`config.mk`:
```
export PLATFORM = sky130hd
export DESIGN_NAME = adder_new_6b
export DESIGN_NICKNAME = d
export VERILOG_FILES = /design/src/rtl/adder_new_pkg.sv /design/src/rtl/adder_new_cla_core.sv /design/src/rtl/adder_new_6b.sv
export SDC_FILE = /design/constraint.sdc
export NUM_CORES = 1
export LEC_CHECK = 0
export ABC_AREA = 0
export BUFFER_PORTS_ARGS = -buffer_cell sky130_fd_sc_hd__buf_2
export CAP_MARGIN = 20
export CORE_AREA = 2 2 39 41
export CTS_BUF_LIST = sky130_fd_sc_hd__clkbuf_8
export DETAILED_ROUTE_END_ITERATION = 7
export DIE_AREA = 0 0 41 43
export GPL_TIMING_DRIVEN = 0
export HOLD_SLACK_MARGIN = 0.06
export PLACE_DENSITY = 0.72
export SKIP_CTS_REPAIR_TIMING = 1
export SLEW_MARGIN = 40
export SYNTH_ARGS = -nofsm -noshare
export SYNTH_HDL_FRONTEND = slang
export SYNTH_SLANG_ARGS = --single-unit
```
`constraint.sdc`:
```
create_clock -name clk -period 1.3 [get_ports clk]
set_clock_uncertainty 0.2 [all_clocks]
set_input_delay 0.325 -clock clk [delete_from_list [all_inputs] [get_ports clk]]
set_output_delay 0.325 -clock clk [all_outputs]
set_load 0.05 [all_outputs]
```
`src/rtl/adder_new_pkg.sv`:
```
// Shared defaults and operand/result types for the registered 6-bit lookahead adder.
package adder_new_pkg;

  localparam int unsigned WIDTH_DEFAULT = 6;
  localparam int unsigned GROUP_DEFAULT = 3;

  typedef logic [WIDTH_DEFAULT-1:0] operand_t;
  typedef logic [WIDTH_DEFAULT:0]   result_t;

endpackage

```
`src/rtl/adder_new_cla_core.sv`:
```
// Combinational carry-lookahead adder core: X,Y -> {cout,S}, no carry-in.
module adder_new_cla_core
  import adder_new_pkg::*;
#(
  parameter int unsigned WIDTH = WIDTH_DEFAULT,
  parameter int unsigned GROUP = GROUP_DEFAULT
) (
  input  logic [WIDTH-1:0] x_i,
  input  logic [WIDTH-1:0] y_i,
  output logic [WIDTH-1:0] sum_o,
  output logic             cout_o
);

  // WIDTH must be a multiple of GROUP; any remainder bits would be left unsummed.
  localparam int unsigned NumGroups = WIDTH / GROUP;

  logic [WIDTH-1:0]     g;
  logic [WIDTH-1:0]     p;
  logic [NumGroups-1:0] grp_g;
  logic [NumGroups-1:0] grp_p;
  logic [NumGroups:0]   grp_c;

  assign g = x_i & y_i;
  assign p = x_i ^ y_i;

  // Group generate/propagate over GROUP bits each.
  always_comb begin
    logic gacc;
    logic pacc;
    grp_g = '0;
    grp_p = '0;
    for (int k = 0; k < int'(NumGroups); k++) begin
      gacc = 1'b0;
      pacc = 1'b1;
      for (int i = 0; i < int'(GROUP); i++) begin
        gacc = g[k*GROUP+i] | (p[k*GROUP+i] & gacc);
        pacc = pacc & p[k*GROUP+i];
      end
      grp_g[k] = gacc;
      grp_p[k] = pacc;
    end
  end

  // Group-level lookahead chain: c[k+1] = G[k] | P[k] & c[k], c[0] = 0.
  always_comb begin
    logic cc;
    grp_c = '0;
    cc    = 1'b0;
    for (int k = 0; k < int'(NumGroups); k++) begin
      cc           = grp_g[k] | (grp_p[k] & cc);
      grp_c[k+1]   = cc;
    end
  end

  // Bit carries inside a group start from that group's lookahead carry-in.
  always_comb begin
    logic cb;
    sum_o = '0;
    for (int k = 0; k < int'(NumGroups); k++) begin
      cb = grp_c[k];
      for (int i = 0; i < int'(GROUP); i++) begin
        sum_o[k*GROUP+i] = p[k*GROUP+i] ^ cb;
        cb = g[k*GROUP+i] | (p[k*GROUP+i] & cb);
      end
    end
  end

  assign cout_o = grp_c[NumGroups];

endmodule

```
`src/rtl/adder_new_6b.sv`:
```
// Registered 6-bit unsigned adder: captures X+Y on in_valid, one cycle of latency.
module adder_new_6b
  import adder_new_pkg::*;
#(
  parameter int unsigned WIDTH = WIDTH_DEFAULT,
  parameter int unsigned GROUP = GROUP_DEFAULT
) (
  input  logic             clk,
  input  logic             rst_n,
  input  logic             in_valid,
  input  logic [WIDTH-1:0] X,
  input  logic [WIDTH-1:0] Y,
  output logic [WIDTH-1:0] S,
  output logic             cout,
  output logic             out_valid
);

  logic [WIDTH-1:0] core_sum;
  logic             core_cout;

  logic [WIDTH-1:0] s_d, s_q;
  logic             cout_d, cout_q;
  logic             valid_d, valid_q;

  adder_new_cla_core #(
    .WIDTH (WIDTH),
    .GROUP (GROUP)
  ) u_cla_core (
    .x_i    (X),
    .y_i    (Y),
    .sum_o  (core_sum),
    .cout_o (core_cout)
  );

  // Mux on in_valid so X/Z operands never reach the result registers when idle.
  always_comb begin
    s_d     = s_q;
    cout_d  = cout_q;
    valid_d = 1'b0;
    if (in_valid) begin
      s_d     = core_sum;
      cout_d  = core_cout;
      valid_d = 1'b1;
    end
  end

  always_ff @(posedge clk or negedge rst_n) begin
    if (!rst_n) begin
      s_q     <= '0;
      cout_q  <= 1'b0;
      valid_q <= 1'b0;
    end else begin
      s_q     <= s_d;
      cout_q  <= cout_d;
      valid_q <= valid_d;
    end
  end

  assign S         = s_q;
  assign cout      = cout_q;
  assign out_valid = valid_q;

endmodule

```
==> out/qor.txt <==
Setup TNS = -3.50 ns
Clk buf depth = 2
Area taken by multi-input logic gates = 273 um^2
Fill cells = 126
WL/cell = 12.2 um
Post-route minimum period = 2.37 ns
Rel. slew slack = 0.872
YS warnings = 0
Pin count of the biggest net entering global routing = 10
Gr usage total = 0.119
Synth Flop Type = dfrtp_1
CP Buf/Inv Count = 1
#FFs+latches synth = 8
Finished layout cell area = 753 um^2
FF-to-FF setup slack = 0.21 ns
Post-route core utilization = 0.544
Critical-path top delay cell = fa_2
Ant. Diodes = 0
Status = complete, but fails checks
Total vias in the final route = 352
Register area share after synthesis = 0.434
Overall power after layout = 1.07 mW
Syn nets = 53
Placed instance area = 614 um^2
CTS Sinks = 8
Fin. max-slew vios = 0
Share of layout cells above drive strength 1 = 0.644
Clock root cell = clkbuf_8
Share of the synthesized area in the top cell type = 0.434
Nets@finish = 84
Synth Cell Area = 462 um^2
Critical path type = input pin to flop
FF/Latch Area = 200 um^2
Post-Layout Cell Count = 75
Global-route wire length before repair = 1.37 mm
Most Crowded Layer GR = met2
LEAKAGE = 0.364 nW
Worst slew pin tran = 0.192 ns
Period Utilization, post-route = 1.82
Synth cell types = 11
WP data arrival = 2.28 ns
Placed Cells = 68
CP dominant cell by count = fa_2
Vias in the first global route = 345
Max-cap violation count = 0
Crit path largest cell delay = 0.41 ns
DR DRC count = 0
Post-synth EDFFs = 0
Pwr/cell area = 1430 nW/um^2
H-Tree Depth = 1
Top-Level Pins = 23
Maximum VDD drop = 0.625 mV
Initial antenna violation count = 0
Final setup viols = 7
Total grt overflow = 0
Failing checks = setup timing
CTS buffer count = 3
Commonest cells post-synth = dfrtp_1, mux2_4, fa_1, ha_1
Max Freq = 422 MHz
RSZ-0062 raised after global routing = yes
Post-DRT Antenna Nets = 0
Clock transition at the registers of the reported paths = 0.04 ns
GR Util met3 = 0.0366
Setup crit end kind = flop
Placement Rows = 14
Syn avg cell area = 15.4 um^2
Asr flop ratio synth = 1.00
WP data required = 1.21 ns
Die extent in x = 41 um
Via/cell ratio = 4.69
Router iterations before antenna repair = 2
Final-report hold violation count = 0
CTS tree = yes
Post-synth top area cell = dfrtp_1
CP cell instances = buf_6 -> ha_4 -> fa_2 -> fa_2 -> fa_2 -> fa_2 -> mux2_4
Top-count cell post-synth = dfrtp_1
1st-iter DRT viols = 7
Area delta synth->final = 63.1%
WL final = 915 um
Area contributors post-synth = dfrtp_1, fa_1, mux2_4, ha_1, buf_6
Number of buffers inserted by port buffering = 22
Worst Setup Start Kind = input pin
Delay-heaviest family, CP = adder cells
Skew-Pair Late Insertion Delay = 0.22 ns
GR Layer Usage met2 = 0.172
Die height = 43 um
Syn Inst Count = 30
Placer Congestion = 0.621
Worst min-delay path class = input pin to flop
Core ar. = 1380 um^2
Worst-path fanout max = 2
M1 GR Usage = 0.154
Initial core utilization = 0.334
Final worst setup slack = -1.07 ns
Die area = 1760 um^2
-- area by class of cell --
cell class,instances,area share
Multi-Input combinational cell,21,0.362
Timing Repair Buffer,26,0.276
Sequential cell,8,0.266
Clock buffer,3,0.0548
Tap cell,16,0.0266
Buffer,1,0.0150
-- cell usage in the layout (no fill, tap or decap), drive strengths merged --
master       synthesis  final
a21o                 1      1
buf                  1     25
clkbuf               0      3
a31oi                1      1
dlygate4sd3          0      2
dfrtp                8      8
nand3                1      1
ha                   4      4
nor2                 2      2
mux2                 5      5
fa                   4      4
xnor2                1      1
a21oi                2      2
-- kinds of logic (layout without fill, tap and decap cells) --
kind of cell,after synthesis,after routing,share of synthesized area
AOI/OAI and AO/OA,4,4,0.0515
xor gates and xnor gates,1,1,0.0190
adders and majority gates,8,8,0.282
buffers and inverters,1,30,0.0244
DFF,8,8,0.434
muxes,5,5,0.163
and+or+nand+nor,3,3,0.0271
-- state kept, by name (all words and copies together) (netlist names) --
name	count
S	6
cout	1
out_valid	1
-- power breakdown --
| part | internal, mW | switching, mW |
|---|---|---|
| Combinational | 0.206 | 0.244 |
| Sequential | 0.295 | 0.0328 |
| Clock | 0.201 | 0.0967 |
| Total | 0.701 | 0.373 |
-- worst min-delay path, cell delays in order --
cell and delay (ns):
buf_6 0.07, ha_4 0.11, mux2_4 0.13
-- metal layers --
metal / wire length, um / up-vias
li1: - / 163
met5: 0 / -
met1: 395 / 172
met3: 74 / 0
met2: 444 / 17
met4: 0 / 0
-- path summary, 6_finish.rpt --
kind	from	cells past startpoint	to
setup / recovery	X[0]	7	S[4]
hold / removal	Y[0]	3	S[0]
setup reg to reg	S[0]	2	S[0]
hold reg to reg	S[1]	1	S[1]
max in group asynchronous	rst_n	2	out_valid
min in group asynchronous	rst_n	2	S[1]
-- through the flow --
stage          setup WS (ns)  hold WS (ns)
6_report               -1.07         0.247
5_1_grt                -1.11         0.248
4_1_cts                -1.14        -0.261
3_5_place_dp           -1.38       -0.0205
3_3_place_gp           -1.35       -0.0282
2_1_floorplan          -1.19        -0.171
Note: power is estimated with default switching activity, not from simulation.
